### config.mk
export PLATFORM = sky130hd
export DESIGN_NAME = mc_main_control
export DESIGN_NICKNAME = d
export VERILOG_FILES = /design/src/rtl/mc_main_control.sv
export SDC_FILE = /design/constraint.sdc
export NUM_CORES = 1
export LEC_CHECK = 0
export BUFFER_PORTS_ARGS = -buffer_cell sky130_fd_sc_hd__buf_2
export CAP_MARGIN = 20
export CORE_MARGIN = 3
export CORE_UTILIZATION = 51
export DETAILED_ROUTE_END_ITERATION = 16
export MAX_ROUTING_LAYER = met4
export PLACE_DENSITY = 0.8
export SETUP_SLACK_MARGIN = 0.5
export SYNTH_ARGS = -nofsm -noshare
export SYNTH_HDL_FRONTEND = slang
export SYNTH_SLANG_ARGS = --single-unit
### constraint.sdc
create_clock -name clk -period 2.4 [get_ports clk]
set_clock_uncertainty 0.2 [all_clocks]
set_input_delay 0.12 -clock clk [delete_from_list [all_inputs] [get_ports clk]]
set_output_delay 0.12 -clock clk [all_outputs]
set_load 0.02 [all_outputs]
### src/rtl/mc_main_control.sv
// Multi-cycle MIPS main control FSM.
// Sequences fetch/decode/execute/mem/writeback and counts retired instructions.
module mc_main_control #(
  parameter int CNT_W = 16
) (
  input  logic             clk,
  input  logic             rst_n,
  input  logic [5:0]       opcode,
  input  logic             mem_ready,
  output logic             pc_write,
  output logic             pc_write_cond,
  output logic             branch_ne,
  output logic             iord,
  output logic             mem_read,
  output logic             mem_write,
  output logic             ir_write,
  output logic             mem_to_reg,
  output logic             reg_dst,
  output logic             reg_write,
  output logic             alu_src_a,
  output logic [1:0]       alu_src_b,
  output logic [1:0]       alu_op,
  output logic [1:0]       pc_source,
  output logic             illegal_op,
  output logic [3:0]       state,
  output logic [CNT_W-1:0] retired_cnt
);

  typedef enum logic [3:0] {
    FETCH   = 4'd0,
    DECODE  = 4'd1,
    MEMADR  = 4'd2,
    MEMRD   = 4'd3,
    MEMWB   = 4'd4,
    MEMWR   = 4'd5,
    EXEC    = 4'd6,
    RWB     = 4'd7,
    BRANCH  = 4'd8,
    JUMP    = 4'd9,
    ADDI_EX = 4'd10,
    ANDI_EX = 4'd11,
    IMM_WB  = 4'd12,
    RST     = 4'd15
  } st_t;

  localparam logic [5:0] OP_R    = 6'h00;
  localparam logic [5:0] OP_J    = 6'h02;
  localparam logic [5:0] OP_BEQ  = 6'h04;
  localparam logic [5:0] OP_BNE  = 6'h05;
  localparam logic [5:0] OP_ADDI = 6'h08;
  localparam logic [5:0] OP_ANDI = 6'h0C;
  localparam logic [5:0] OP_LW   = 6'h23;
  localparam logic [5:0] OP_SW   = 6'h2B;

  st_t  cur;
  st_t  nxt;
  logic retire;

  assign state = cur;

  always_ff @(posedge clk) begin
    if (!rst_n) begin
      cur         <= RST;
      retired_cnt <= '0;
    end else begin
      cur <= nxt;
      if (retire)
        retired_cnt <= retired_cnt + CNT_W'(1);
    end
  end

  always_comb begin
    nxt           = FETCH;
    retire        = 1'b0;
    pc_write      = 1'b0;
    pc_write_cond = 1'b0;
    branch_ne     = 1'b0;
    iord          = 1'b0;
    mem_read      = 1'b0;
    mem_write     = 1'b0;
    ir_write      = 1'b0;
    mem_to_reg    = 1'b0;
    reg_dst       = 1'b0;
    reg_write     = 1'b0;
    alu_src_a     = 1'b0;
    alu_src_b     = 2'b00;
    alu_op        = 2'b00;
    pc_source     = 2'b00;
    illegal_op    = 1'b0;
    case (cur)
      RST: nxt = FETCH;
      FETCH: begin
        mem_read  = 1'b1;
        alu_src_b = 2'b01;
        ir_write  = mem_ready;
        pc_write  = mem_ready;
        nxt       = mem_ready ? DECODE : FETCH;
      end
      DECODE: begin
        alu_src_b = 2'b11;
        case (opcode)
          OP_R:          nxt = EXEC;
          OP_LW, OP_SW:  nxt = MEMADR;
          OP_BEQ, OP_BNE: nxt = BRANCH;
          OP_J:          nxt = JUMP;
          OP_ADDI:       nxt = ADDI_EX;
          OP_ANDI:       nxt = ANDI_EX;
          default: begin
            nxt        = FETCH;
            illegal_op = 1'b1;
          end
        endcase
      end
      MEMADR: begin
        alu_src_a = 1'b1;
        alu_src_b = 2'b10;
        if (opcode == OP_SW)
          nxt = MEMWR;
        else if (opcode == OP_LW)
          nxt = MEMRD;
        else
          nxt = FETCH;
      end
      ADDI_EX: begin
        alu_src_a = 1'b1;
        alu_src_b = 2'b10;
        nxt       = IMM_WB;
      end
      ANDI_EX: begin
        alu_src_a = 1'b1;
        alu_src_b = 2'b10;
        alu_op    = 2'b11;
        nxt       = IMM_WB;
      end
      MEMRD: begin
        mem_read = 1'b1;
        iord     = 1'b1;
        nxt      = mem_ready ? MEMWB : MEMRD;
      end
      MEMWR: begin
        mem_write = 1'b1;
        iord      = 1'b1;
        nxt       = mem_ready ? FETCH : MEMWR;
        retire    = mem_ready;
      end
      MEMWB: begin
        reg_write  = 1'b1;
        mem_to_reg = 1'b1;
        retire     = 1'b1;
      end
      EXEC: begin
        alu_src_a = 1'b1;
        alu_op    = 2'b10;
        nxt       = RWB;
      end
      RWB: begin
        reg_write = 1'b1;
        reg_dst   = 1'b1;
        retire    = 1'b1;
      end
      IMM_WB: begin
        reg_write = 1'b1;
        retire    = 1'b1;
      end
      BRANCH: begin
        alu_src_a     = 1'b1;
        alu_op        = 2'b01;
        pc_write_cond = 1'b1;
        pc_source     = 2'b01;
        branch_ne     = (opcode == OP_BNE);
        retire        = 1'b1;
      end
      JUMP: begin
        pc_write  = 1'b1;
        pc_source = 2'b10;
        retire    = 1'b1;
      end
      // 13/14 never entered; fall back to FETCH quietly
      default: nxt = FETCH;
    endcase
  end

endmodule

* After elaboration in Yosys (flattened, before gate mapping)
Cells that the tools add are included.
Cells by class: $add $sub $neg 1, equal/unequal tests 19, mux-type cells 24, reduce and logical (&&, ||, !) cells 12
Operators with widths (number):
- $pmux 4 s7 | 1
- $pmux 4 s6 | 1
- $eq 4x4->1 const B | 5
- $add 16x1->16 const B | 1
- $eq 4x3->1 const B | 4
- $mux 1 | 13
- $eq 6x3->1 const B | 2
- $eq 6x4->1 const B | 2
- $eq 6x6->1 const B | 2
- $pmux 2 s3 | 2
- $reduce_or 2->1 | 5
- $reduce_or 5->1 | 2
- $mux 3 | 3
- $eq 4x2->1 const B | 2
- $reduce_or 8->1 | 1
- $eq 6x2->1 const B | 1
- $logic_not 6->1 | 1
- $reduce_or 3->1 | 2
- $eq 4x1->1 const B | 1
- $logic_not 4->1 | 1
- $pmux 1 s2 | 2
- $pmux 2 s2 | 1
- $mux 2 | 1
Word-level totals: flip-flop bits (word level) 20, input bits 9, output and inout port bits 38, logic and storage cells 58

* Logic depth before layout (Yosys ltp)
word-level depth 4, depth in mapped cells 6, mapped depth without buffers 4

* Worst setup path after synthesis
Ideal clock, no wire load.
kind register to output, from register cur[1] (netlist: state[1]), to output branch_ne, data arrival time 1737 ps, data required time 2080 ps, slack 343 ps, cell stages (with the launch flop) 5, buffers on the path 2, cell sequence dfxtp_1 > buf_6 > clkbuf_1 > nor3_1 > and4_1
Between the ends: word-level cells in the longest chain between the ends 2
RTL lines:
- from (decl) | RTL line 55 | st_t cur;
- from (signal assigned) | RTL line 66 | cur <= nxt;
- $eq 4x4->1 | RTL line 90 | case (cur)
- $mux 1 | RTL line 90
- to (decl) | RTL line 12 | output logic branch_ne,
No other way between the ends.

* Final worst setup path
from register cur[0] (netlist: state[0]), to output illegal_op
Between the ends: word-level cells in the longest chain between the ends 2
RTL lines:
- $eq 4x1->1 | RTL line 90
- $mux 1 | RTL line 90
- to (decl) | RTL line 24 | output logic illegal_op,
No other way between the ends.

==> results.toml <==
[run_status]
outcome = "finished clean"

[cells_and_area]
post-route-util = 0.753
drive_gt1_frac = 0.351
final_net_count = 262
n_antenna_cell = 0
area_growth_pct = 33.1

[timing]
min_period_ns = 1.89
hold_viol_final = 0
final.setup.tns_ns = 0
max_freq_mhz = 529
timing.slew.headroom = 0.675
worst_pin_slew_ns = 0.483
timing.final.crit_share = 0.788
setup_violations = 0
final_max_slew_viol_count = 0
rsz0062_at_grt = "yes"
setup_slack_ns = 0.509

[worst_setup_path]
regToRegSetupSlack_ns = 0.57
cpPeakStageDelay_ns = 0.38
crit_required_ns = 2.08
rr_startpoint = "state[2]$_SDFF_PN1_"
path_max_fanout = 6
rr_endpoint = "retired_cnt[13]$_SDFFE_PN0P_"
cp_slowest_cell = "dfxtp_4"
cp_data_arrival_time_ns = 1.57
critPathBufInv = 2
cpLargestDelayFamily = "simple AND/OR/NAND/NOR gates"
r2r_cells = 4
endpoint_kind = "output pin"
crit_type = "flop to output pin"
crit_chain = "buf_8 -> nand2b_4 -> or3_4 -> a221oi_2 -> buf_4"
crit_path_start_kind = "flop"

[power_and_ir_drop]
peakVddDrop_v = 0.000404
fin_total_pwr_uw = 825
swShare = 0.341
power_density_nw_per_um2 = 416
p_leak_nw = 0.831
p_int_uw = 543
p_sw_uw = 282
p_comb_frac = 0.321
pwr-share-seq = 0.439
clockPowerShare = 0.241

[synth]
synth-seq-cells = 20
synth_nets = 206
synthArstFlopShare = 0
syn_avg_cell_area_um2 = 7.60
synth.distinct_cells = 44
synth_enable_flop_cells = 0
seq_area_frac_synth = 0.269
synthFlopType = "dfxtp_1"
synthesis.area_um2 = 1490
postSynthCellCount = 196
ys_warn_count = 0

[global_route]
grt_pass1_vias = 1350
grt_max_degree = 19
grt_pass1_wl_um = 6270
gr-total-overflow = 0
grt_usage = 0.227
antenna_found_initial = 0

[drt]
routedWlPerCell_um = 14.0
via_count = 1652
dr.first_iter.drc_count = 113
wirelength_um = 3930
antenna_left = 0
viasPerCell = 5.88
drc = 0
dr.pass1.iters = 4

[clock_tree]
cts_num_sinks = 20
root_buffer = "clkbuf_4"
clk_latency_ns = 0.31
cts_made_buffers = 3
cts_tree = "built"
htreeDepth = 1
clk_path_buf_depth = 2
clk_pin_slew_worst_paths_ns = 0.11

[worst_hold_path]
hold_depth = 3
min_to = "state[3]$_SDFF_PN1_"
min_path_type = "input port to flop"
min_from = "opcode[1]"

[placed_design]
place_hpwl_um = 2740
io_buffers = 46
place.gp.congestion = 0.921
post-place-ws_ns = 0.411

[floorplanning]
die_h_um = 60.1
core_area_um2 = 2640
dieArea_um2 = 3610
die_x_um = 60.1
pin_count = 47
start_util = 0.566
rows = 18

[flow_run]
max_cap_viol_count = 0
-- logic make-up after synthesis --
family / Yosys count / synth area share
AO/OA/AOI/OAI: 42 / 0.197
XOR/XNOR: 1 / 0.00588
adder cells (fa/ha/maj): 1 / 0.00839
buffers and inverters: 18 / 0.0546
flip-flops: 20 / 0.269
multiplexers: 14 / 0.0940
AND/OR/NAND/NOR: 100 / 0.371
-- layout by cell type (no fill, tap or decap), types with 5 or more instances in the layout --
cell type	instances
nand2b_1	22
nor2_1	8
nand4_1	5
nand3_1	9
nand2_1	20
dfxtp_1	16
buf_4	14
o21ai_0	8
nor3_1	8
a21oi_1	15
nor2b_1	5
mux2i_1	14
buf_2	45
-- routing by layer --
| metal | part of all wire | global-route usage | vias to the layer above |
|---|---|---|---|
| li1 | - | - | 824 |
| met1 | 0.45 | 0.318 | 744 |
| met2 | 0.45 | 0.344 | 76 |
| met3 | 0.082 | 0.0410 | 8 |
| met4 | 0.019 | 0.0411 | 0 |
| met5 | 0 | - | - |
-- per-stage QoR --
| stage | cell area, um2 | hold WS, ns | instances |
|---|---|---|---|
| floorplan | 1510 | 0.0757 | 196 |
| global placement | 1750 | 0.234 | 263 |
| detailed placement | 1750 | 0.237 | 263 |
| CTS | 1900 | 0.0311 | 276 |
| global route | 1980 | 0.0563 | 281 |
| finish | 1980 | 0.0318 | 281 |
-- worst register-to-register path, delay by kind of cell, from the launching register on --
kind	cells	cell delay, ns
flops	1	0.41
simple gates	1	0.26
mux	1	0.20
compound gates	2	0.70
-- synthesized netlist by cell type (all sizes together) (2+ instances only) --
master / number / area share
inv: 4 / 0.010
nand2: 20 / 0.050
mux2i: 14 / 0.094
nand2b: 24 / 0.10
nor4: 2 / 0.0084
or3: 2 / 0.0084
or3b: 2 / 0.012
clkbuf: 9 / 0.023
a211oi: 4 / 0.027
nor2b: 6 / 0.025
nor3: 9 / 0.030
and4: 4 / 0.024
and3: 3 / 0.013
dfxtp: 20 / 0.27
a21oi: 15 / 0.050
o31ai: 2 / 0.010
buf: 5 / 0.022
a2111oi: 2 / 0.020
a31oi: 2 / 0.0084
nand4: 5 / 0.021
nor2: 9 / 0.023
o21ai: 8 / 0.027
nand3: 9 / 0.030
o221ai: 2 / 0.016
-- how the worst max path moves through the flow --
| stage | slack [ns] | cells past startpoint | end | from |
|---|---|---|---|---|
| floorplan | 0.51 | 5 | pc_write | state[1]$_SDFF_PN1_ |
| global placement | 0.44 | 4 | retired_cnt[13]$_SDFFE_PN0P_ | state[2]$_SDFF_PN1_ |
| detailed placement | 0.41 | 4 | retired_cnt[15]$_SDFFE_PN0P_ | state[2]$_SDFF_PN1_ |
| CTS | 0.50 | 5 | illegal_op | state[0]$_SDFF_PN1_ |
| global route | 0.43 | 4 | branch_ne | state[2]$_SDFF_PN1_ |
| finish | 0.51 | 5 | illegal_op | state[0]$_SDFF_PN1_ |
-- state kept, by name, indices dropped and copies added (netlist names) --
signal and count:
state 4, retired_cnt 16
-- power groups by stage --
stage	combinational (mW)	sequential (mW)	clock (mW)
6_report	0.264	0.362	0.199
5_1_grt	0.287	0.364	0.223
4_1_cts	0.243	0.360	0.201
3_5_place_dp	0.211	0.374	0
3_3_place_gp	0.208	0.374	0
2_1_floorplan	0.149	0.375	0
-- final cells by class --
class | count | area, um2
timing repair buffer | 65 | 397
sequential | 20 | 415
clock buffer | 4 | 36.3
multi-input combinational | 158 | 1080
tap | 30 | 37.5
inverter | 4 | 15.0
fill | 192 | 652
-- timing repair --
action / in CTS / in global routing
endpoints found under the setup margin: 11 / 7
gates cloned: 0 / 0
hold buffers: 4 / 0
hold endpoints to repair: 8 / 0
setup buffers: 5 / 5
resized for setup: 12 / 9
(Power assumes the default switching activity.)
